File: config.mk
export PLATFORM = sky130hd
export DESIGN_NAME = tick_burst_generator
export DESIGN_NICKNAME = d
export VERILOG_FILES = /design/src/rtl/tick_burst_generator.sv
export SDC_FILE = /design/constraint.sdc
export NUM_CORES = 1
export LEC_CHECK = 0
export ABC_AREA = 1
export CORE_ASPECT_RATIO = 1.2
export CORE_MARGIN = 5
export CORE_UTILIZATION = 55
export CTS_BUF_LIST = sky130_fd_sc_hd__clkbuf_8
export DETAILED_ROUTE_END_ITERATION = 10
export GPL_TIMING_DRIVEN = 0
export PLACE_DENSITY = 0.79
export SYNTH_ARGS = -nofsm -noshare
export SYNTH_HDL_FRONTEND = slang
export SYNTH_SLANG_ARGS = --single-unit
export TNS_END_PERCENT = 20
File: constraint.sdc
create_clock -name i_CLK -period 2.95 [get_ports i_CLK]
set_input_delay 0.59 -clock i_CLK [delete_from_list [all_inputs] [get_ports i_CLK]]
set_output_delay 0.59 -clock i_CLK [all_outputs]
set_load 0.02 [all_outputs]
File: src/rtl/tick_burst_generator.sv
// tick_burst_generator: emits a burst of pulses whose high/low widths are
// counted in divider ticks, so a slow programmable time base sets the timing.
// Optional feature: define TICK_BURST_LOOP_EN to add i_LOOP, which turns a
// finished burst into an endless repetition until abort or reset.
module tick_burst_generator #(
  parameter int unsigned TICK_W  = 16,
  parameter int unsigned COUNT_W = 16
) (
  input  logic               i_CLK,
  input  logic               i_RST_N,
  input  logic               i_TICK,
  input  logic               i_START,
  input  logic               i_ABORT,
`ifdef TICK_BURST_LOOP_EN
  input  logic               i_LOOP,
`endif
  input  logic [TICK_W-1:0]  i_HIGH_TICKS,
  input  logic [TICK_W-1:0]  i_LOW_TICKS,
  input  logic [COUNT_W-1:0] i_PULSE_COUNT,
  output logic               o_PULSE,
  output logic               o_BUSY,
  output logic               o_DONE,
  output logic [COUNT_W-1:0] o_PULSES_LEFT
);

  typedef enum logic [1:0] {
    ST_IDLE = 2'd0,
    ST_ARM  = 2'd1,
    ST_HIGH = 2'd2,
    ST_LOW  = 2'd3
  } state_t;

  state_t             state;
  state_t             state_nxt;

  logic [TICK_W-1:0]  phase_cnt;
  logic [TICK_W-1:0]  phase_cnt_nxt;
  logic [TICK_W-1:0]  high_len;
  logic [TICK_W-1:0]  high_len_nxt;
  logic [TICK_W-1:0]  low_len;
  logic [TICK_W-1:0]  low_len_nxt;
  logic [COUNT_W-1:0] count_len;
  logic [COUNT_W-1:0] count_len_nxt;

  logic               pulse_nxt;
  logic               busy_nxt;
  logic               done_nxt;
  logic [COUNT_W-1:0] left_nxt;

  logic [TICK_W-1:0]  high_norm;
  logic [TICK_W-1:0]  low_norm;
  logic               high_last;
  logic               low_last;
  logic [COUNT_W-1:0] left_dec;
  logic               loop_en;

`ifdef TICK_BURST_LOOP_EN
  assign loop_en = i_LOOP;
`else
  assign loop_en = 1'b0;
`endif

  // Zero-length phases are promoted to one tick so a phase always ends.
  always_comb begin
    high_norm = (i_HIGH_TICKS == '0) ? TICK_W'(1) : i_HIGH_TICKS;
    low_norm  = (i_LOW_TICKS  == '0) ? TICK_W'(1) : i_LOW_TICKS;
  end

  // Phase-end detection and saturating pulse-count decrement.
  always_comb begin
    high_last = (phase_cnt == (high_len - TICK_W'(1)));
    low_last  = (phase_cnt == (low_len  - TICK_W'(1)));
    left_dec  = (o_PULSES_LEFT != '0) ? (o_PULSES_LEFT - COUNT_W'(1)) : '0;
  end

  // Next-state and next-output logic; abort overrides everything when busy.
  always_comb begin
    state_nxt     = state;
    phase_cnt_nxt = phase_cnt;
    high_len_nxt  = high_len;
    low_len_nxt   = low_len;
    count_len_nxt = count_len;
    pulse_nxt     = o_PULSE;
    busy_nxt      = o_BUSY;
    done_nxt      = 1'b0;
    left_nxt      = o_PULSES_LEFT;

    unique case (state)
      ST_IDLE: begin
        if (i_START && !i_ABORT) begin
          high_len_nxt  = high_norm;
          low_len_nxt   = low_norm;
          count_len_nxt = i_PULSE_COUNT;
          left_nxt      = i_PULSE_COUNT;
          phase_cnt_nxt = '0;
          if (i_PULSE_COUNT == '0) begin
            done_nxt = 1'b1;
          end else begin
            state_nxt = ST_ARM;
            busy_nxt  = 1'b1;
          end
        end
      end

      ST_ARM: begin
        if (i_TICK) begin
          state_nxt     = ST_HIGH;
          phase_cnt_nxt = '0;
          pulse_nxt     = 1'b1;
        end
      end

      ST_HIGH: begin
        if (i_TICK) begin
          if (high_last) begin
            phase_cnt_nxt = '0;
            pulse_nxt     = 1'b0;
            left_nxt      = left_dec;
            if (left_dec != '0) begin
              state_nxt = ST_LOW;
            end else if (loop_en) begin
              left_nxt  = count_len;
              state_nxt = ST_LOW;
            end else begin
              state_nxt = ST_IDLE;
              busy_nxt  = 1'b0;
              done_nxt  = 1'b1;
            end
          end else begin
            phase_cnt_nxt = phase_cnt + TICK_W'(1);
          end
        end
      end

      ST_LOW: begin
        if (i_TICK) begin
          if (low_last) begin
            state_nxt     = ST_HIGH;
            phase_cnt_nxt = '0;
            pulse_nxt     = 1'b1;
          end else begin
            phase_cnt_nxt = phase_cnt + TICK_W'(1);
          end
        end
      end

      default: begin
        state_nxt = ST_IDLE;
        pulse_nxt = 1'b0;
        busy_nxt  = 1'b0;
        left_nxt  = '0;
      end
    endcase

    if ((state != ST_IDLE) && i_ABORT) begin
      state_nxt     = ST_IDLE;
      phase_cnt_nxt = '0;
      pulse_nxt     = 1'b0;
      busy_nxt      = 1'b0;
      done_nxt      = 1'b0;
      left_nxt      = '0;
    end
  end

  // State, configuration and registered outputs.
  always_ff @(posedge i_CLK or negedge i_RST_N) begin
    if (!i_RST_N) begin
      state         <= ST_IDLE;
      phase_cnt     <= '0;
      high_len      <= TICK_W'(1);
      low_len       <= TICK_W'(1);
      count_len     <= '0;
      o_PULSE       <= 1'b0;
      o_BUSY        <= 1'b0;
      o_DONE        <= 1'b0;
      o_PULSES_LEFT <= '0;
    end else begin
      state         <= state_nxt;
      phase_cnt     <= phase_cnt_nxt;
      high_len      <= high_len_nxt;
      low_len       <= low_len_nxt;
      count_len     <= count_len_nxt;
      o_PULSE       <= pulse_nxt;
      o_BUSY        <= busy_nxt;
      o_DONE        <= done_nxt;
      o_PULSES_LEFT <= left_nxt;
    end
  end

endmodule
### Word level (Yosys, flattened, before mapping)

Cells that the tools add are included.

* multiplexer cells: 47
* bitwise gates (word level): 0
* equal/unequal tests: 13
* shift-type cells: 0
* add/subtract/negate cells: 4
* reductions and logical operators: 18
* divide/modulo/power cells: 0
* multipliers: 0
* $lt $le $gt $ge: 0

Operator list (number)
* 2-to-1 mux 16 bit: 14
* case mux 16 bit (4 select lines): 1
* zero test 16 bit: 3
* subtractor 16 x 1 -> 16 bit, second input constant: 3
* equality test 16 bit: 2
* case mux 16 bit (2 select lines): 1
* nonzero test 16 bit: 2
* != test 3 bit, second input constant: 8
* 2-to-1 mux 1 bit: 18
* 2-to-1 mux 2 bit: 9
* adder 16 x 1 -> 16 bit, second input constant: 1
* AND reduction 6 bit: 2
* case mux 2 bit (4 select lines): 1
* AND reduction 4 bit: 2
* AND reduction 7 bit: 1
* equality test 2 bit, second input constant: 2
* case mux 1 bit (2 select lines): 2
* nonzero test 4 bit: 1
* case mux 1 bit (3 select lines): 1
* nonzero test 3 bit: 1
* equality test 2 x 1 -> 1 bit, second input constant: 1
* logical AND 1 bit: 2
* zero test 2 bit: 1
* AND reduction 2 bit: 1
* 2 further kinds: 2

* memory bits (writable): 0
* register bits after elaboration: 69
* memories: 0
* bits in latches: 0
* output and inout bits: 19
* bits in read-only memories: 0
* input bits: 53
* logic and storage cells: 90

### Depth between registers and ports, before layout

* depth in word-level cells: 8
* mapped depth: 19
* gate-level depth less buffers: 19

### Worst setup path after synthesis

Ideal clock, no wire load.

* path kind: register to register
* start point: register high_len[0]
* end point: register o_PULSES_LEFT[2]
* stages on the path, launching flop included: 18
* data arrival time: 2.013 ns
* setup slack: 0.816 ns
* library setup time: 0.121 ns
* cell sequence: dfstp_2 > inv_2 > ha_1 > nand2_2 > nor2_8 > nand2_1 > nand2_1 > nand2_1 > nand2_1 > inv_1 > nand3_1 > nor2_1 > nand3_2 > nand2_4 > nand2_4 > buf_6 > nand2_2 > o21ai_2

* word-level cells in the longest chain between the ends: 4

RTL lines
* from (decl): line 38 `logic [TICK_W-1:0] high_len;`
* from (signal assigned): line 180 `high_len <= high_len_nxt;`
* subtractor 16 x 1 -> 16 bit: line 71 `high_last = (phase_cnt == (high_len - TICK_W'(1)));`
* equality test 16 bit: line 71
* != test 3 bit (no line)
* AND reduction 4 bit (no line)
* to (signal assigned): line 186 `o_PULSES_LEFT <= left_nxt;`
* to (decl): line 23 `output logic [COUNT_W-1:0] o_PULSES_LEFT`

Every way passes these cells.
A chain may end at the register's enable or synchronous reset.

### Final worst setup path

* start point: input port i_ABORT
* end point: register phase_cnt[14]

* word-level cells in the longest chain between the ends: 4
* elaborated cells on any way between the ends: 9
* those cells by class: 4 x eq/ne; 1 x mux; 4 x reduce/logical

RTL lines
* from (decl): line 13 `input logic i_ABORT,`
* zero test 1 bit: line 90 `if (i_START && !i_ABORT) begin`
* logical AND 1 bit: line 90
* != test 3 bit (no line)
* AND reduction 4 bit (no line)
* to (signal assigned): line 179 `phase_cnt <= phase_cnt_nxt;`
* to (decl): line 36 `logic [TICK_W-1:0] phase_cnt;`

Several ways; a longest one is shown, not always the timed one.

==> run summary <==
The initial antenna violation count is 0. The final route contains between 6k and 7k vias. The number of I/O port buffers came out at 71.

The top fanout value on the critical path is 10. Synthesis produced a netlist with a net count of 1027. The core outline area is 10500 µm².

The non-filler instance count after layout is 1186. The combined area of all synthesized cells came out at 5930 µm². The post-cts sizing count is 0. The startpoint identified for the worst register-to-register timing path is high_len[0]. The number of violations reported at the end of detailed-routing iteration 0 is between 300 and 400. CTS saw 69 sinks. At the end of routability-driven placement, the weighted congestion stood at 0.990. Data on the critical path is required at its endpoint by 3.25 ns. The number of library cell types mapped by synthesis came out at 44. From synthesis to final layout, the design area changed by 19.1%. The path class of the tightest hold or removal check is primary input to asynchronous set/reset pin. The final count of hold timing violations came out at 0. The maximum clock rate is 381 MHz. The worst-case clock buffer depth came out at 2. The most critical setup path has its startpoint at i_ABORT. The static leakage is 3.60 nW. The number of global-route vias before repair is between 6k and 7k.

Across the VDD grid, the largest voltage drop is 0.604 mV. A synthesized cell averages 6.12 µm². The clock input transition at the sequential cells of the worst setup and hold paths is ~0.08 ns. The number of max-cap violations came out at 0. By count the netlist is led by sky130_fd_sc_hd__nand2_1, sky130_fd_sc_hd__nor2_1, sky130_fd_sc_hd__inv_1. The filler cell count is 972.

The relative slew slack is 54.5%. The number of buffers created by CTS came out at 9. Summing the sequential cell areas from Yosys gives 29.2% of the chip area.

The number of diodes added for antenna fixing came out at 0. The primary flip-flop cell chosen by synthesis mapping is sky130_fd_sc_hd__dfrtp_1. Power comes to 6.56 mW.

Synthesis inferred 69 register bits. The flow ran to the end, and the final reports show no timing, DRC or antenna violations. The post-route netlist has 6.81% of its cells at a drive strength greater than 1. The largest net degree at the start of global routing is 49.

The total power density per cell area came out at 930 nW/µm². The overall die area is 13000 µm². The number of setup buffers added after CTS came out at 0.

The all-layer global routing usage came out at ~27%. Ranked by total cell area, the synthesized netlist is headed by sky130_fd_sc_hd__dfrtp_1, sky130_fd_sc_hd__nand2_1, sky130_fd_sc_hd__nand3_1. The post-placement cell count came out at 1170.

The die width came out at around 100 µm. Once the floorplan was initialized, standard cells occupied 56.3% of the core. The wire length per cell after detailed routing came out at approximately 15 µm. The setup clock skew after layout is approximately 0.010 ns.

The share of the synthesized area in the top cell type came out at 28.3%. The remaining global-route overflow came out at 0. The final critical delay including setup and external delays is 2.63 ns. The DRC violation count after routing came out at 0.

The die is 124 µm tall. In this run, synthesis inferred 0 flip-flops with an integrated enable. For this design, the CTS-stage hold fixing added 0 buffers.

The actual slew at the worst max-slew pin came out at a little under 0.7 ns. Yosys printed 0 warnings. The number of pins with negative max-slew slack in the final report came to 0. The cell type with the highest aggregate area in the netlist is sky130_fd_sc_hd__dfrtp_1.

The post-detailed-route count of antenna-violating nets came out at 0. CTS placed an instance of sky130_fd_sc_hd__clkbuf_8 at the clock tree root. The most numerous cell in the Yosys netlist is sky130_fd_sc_hd__nand2_1. The first global-routing pass estimated ~28000 µm of wire. Adding up every negative setup slack in the final design gives 0 ns. STA classifies the critical path startpoint as a primary input. 72 I/O pins were placed. The share of async-settable or async-resettable flops after synthesis is 100%. The number of rows created at floorplan is between 40 and 50.

The worst setup path category is primary input to register. The number of H-tree levels came out at 3. The arrival time at the worst endpoint is roughly 2.9 ns. The via density per instance came out at 5.46. The total detailed-routing wirelength came out at 17400 µm.

The number of search-and-repair iterations in the first detailed-routing pass is 7. TritonCTS built the clock tree. For this run, the post-layout net count is ~1.1k. Setup repair after global routing left no endpoint under its margin. The nature of the critical path endpoint is a register. The utilization after layout is 67.1%. The cell count after synthesis came out at approximately 970.

Of the available clock period, the critical path in the final layout requires ~90%. The latest clock arrival within the worst-skew pair came out at 0.36 ns. The count of final setup violators came out at 0. The total half-perimeter wirelength after legalization and detailed placement is 13900 µm.
## sequential cells by signal, summed over array words and instances (netlist names)
name           count
high_len          16
low_len           16
o_BUSY             1
o_DONE             1
o_PULSE            1
o_PULSES_LEFT     16
phase_cnt         16
state              2
## area by class of cell
class / count / area (µm²) / share of cell area, %
Buffer: 22 / 106 / 1.51
Clock buffer: 11 / 151 / 2.15
Clock inverter: 5 / 82.6 / 1.17
Inverter: 117 / 439 / 6.22
Multi-Input combinational cell: 761 / 3650 / 51.7
Sequential cell: 69 / 1730 / 24.5
Tap cell: 129 / 161 / 2.29
Timing Repair Buffer: 72 / 736 / 10.4
## placed cells by master, fill, tap and decap left out, types with 2 or more instances in the layout
cell type,Yosys,routed
sky130_fd_sc_hd__nand2_1,326,326
sky130_fd_sc_hd__nor2_1,132,132
sky130_fd_sc_hd__inv_1,115,115
sky130_fd_sc_hd__nand3_1,101,101
sky130_fd_sc_hd__clkdlybuf4s50_1,0,70
sky130_fd_sc_hd__dfrtp_1,67,67
sky130_fd_sc_hd__o21ai_0,44,44
sky130_fd_sc_hd__xor2_1,25,25
sky130_fd_sc_hd__a21oi_1,16,16
sky130_fd_sc_hd__clkbuf_1,13,13
sky130_fd_sc_hd__nand4_1,13,13
sky130_fd_sc_hd__nand2_2,12,12
sky130_fd_sc_hd__xnor2_1,11,11
sky130_fd_sc_hd__nor4_1,11,11
sky130_fd_sc_hd__clkbuf_8,0,11
sky130_fd_sc_hd__nand3b_1,9,9
sky130_fd_sc_hd__nor2_2,8,8
sky130_fd_sc_hd__nor3_1,8,8
sky130_fd_sc_hd__o21ai_2,8,8
sky130_fd_sc_hd__buf_2,5,5
sky130_fd_sc_hd__ha_1,5,5
sky130_fd_sc_hd__o21bai_1,4,4
sky130_fd_sc_hd__nand2_4,3,3
sky130_fd_sc_hd__nand3_2,3,3
sky130_fd_sc_hd__o22ai_1,3,3
sky130_fd_sc_hd__nor2_8,2,2
sky130_fd_sc_hd__nor2_4,2,2
sky130_fd_sc_hd__clkbuf_2,2,2
sky130_fd_sc_hd__buf_6,2,2
sky130_fd_sc_hd__a22oi_1,2,2
sky130_fd_sc_hd__clkinv_4,0,2
sky130_fd_sc_hd__bufinv_16,0,2
sky130_fd_sc_hd__dfstp_2,2,2
## final timing paths
check / end / slack (ns) / cells past startpoint
max: phase_cnt[14] / 0.32 / 10
min: high_len[7] / 0.12 / 1
max reg2reg: phase_cnt[12] / 0.49 / 16
min reg2reg: low_len[15] / 0.50 / 2
max in group asynchronous: low_len[11] / 2.29 / 2
min in group i_CLK: low_len[15] / 0.50 / 2
## metrics by stage
step           cell area [µm²]  worst slack (ns)  hold slack (ns)
2_1_floorplan             5930             0.816            0.294
3_3_place_gp              6800             -1.21            0.474
3_5_place_dp              6820           -0.0161            0.482
4_1_cts                   7060             0.352            0.129
5_1_grt                   7060             0.151            0.142
6_report                  7060             0.324            0.119
## worst max-delay path: stages
cell and delay, ns:
sky130_fd_sc_hd__clkdlybuf4s50_1 0.48, sky130_fd_sc_hd__inv_1 0.14, sky130_fd_sc_hd__nand2_1 0.12, sky130_fd_sc_hd__nor2_2 0.39
sky130_fd_sc_hd__nor2_1 0.26, sky130_fd_sc_hd__nor2_1 0.38, sky130_fd_sc_hd__inv_1 0.13, sky130_fd_sc_hd__nor3_1 0.26
sky130_fd_sc_hd__nand3_1 0.11, sky130_fd_sc_hd__nand2_1 0.07
## where the power goes
group | switching, mW | total, mW | internal, mW
Combinational | 2.49 | 3.87 | 1.38
Sequential | 0.473 | 1.77 | 1.30
Clock | 0.399 | 0.923 | 0.524
## kinds of logic after synthesis
logic type	share of synthesized area (%)
buffers and inverters	9.21
adders and majority gates	1.06
AOI/OAI and AO/OA	7.71
DFF	29.2
xor gates and xnor gates	5.32
and+or+nand+nor	47.5
## routing by layer
| layer | global-route usage [%] | vias up | wire length, µm |
|---|---|---|---|
| met5 | 0 | - | 0 |
| met4 | 13.0 | 0 | 777 |
| met3 | 6.17 | 57 | 1250 |
| met2 | 46.6 | 259 | 8380 |
| met1 | 31.9 | 2924 | 7030 |
| li1 | - | 3234 | - |
No activity file was read; power rests on OpenSTA's default activity.
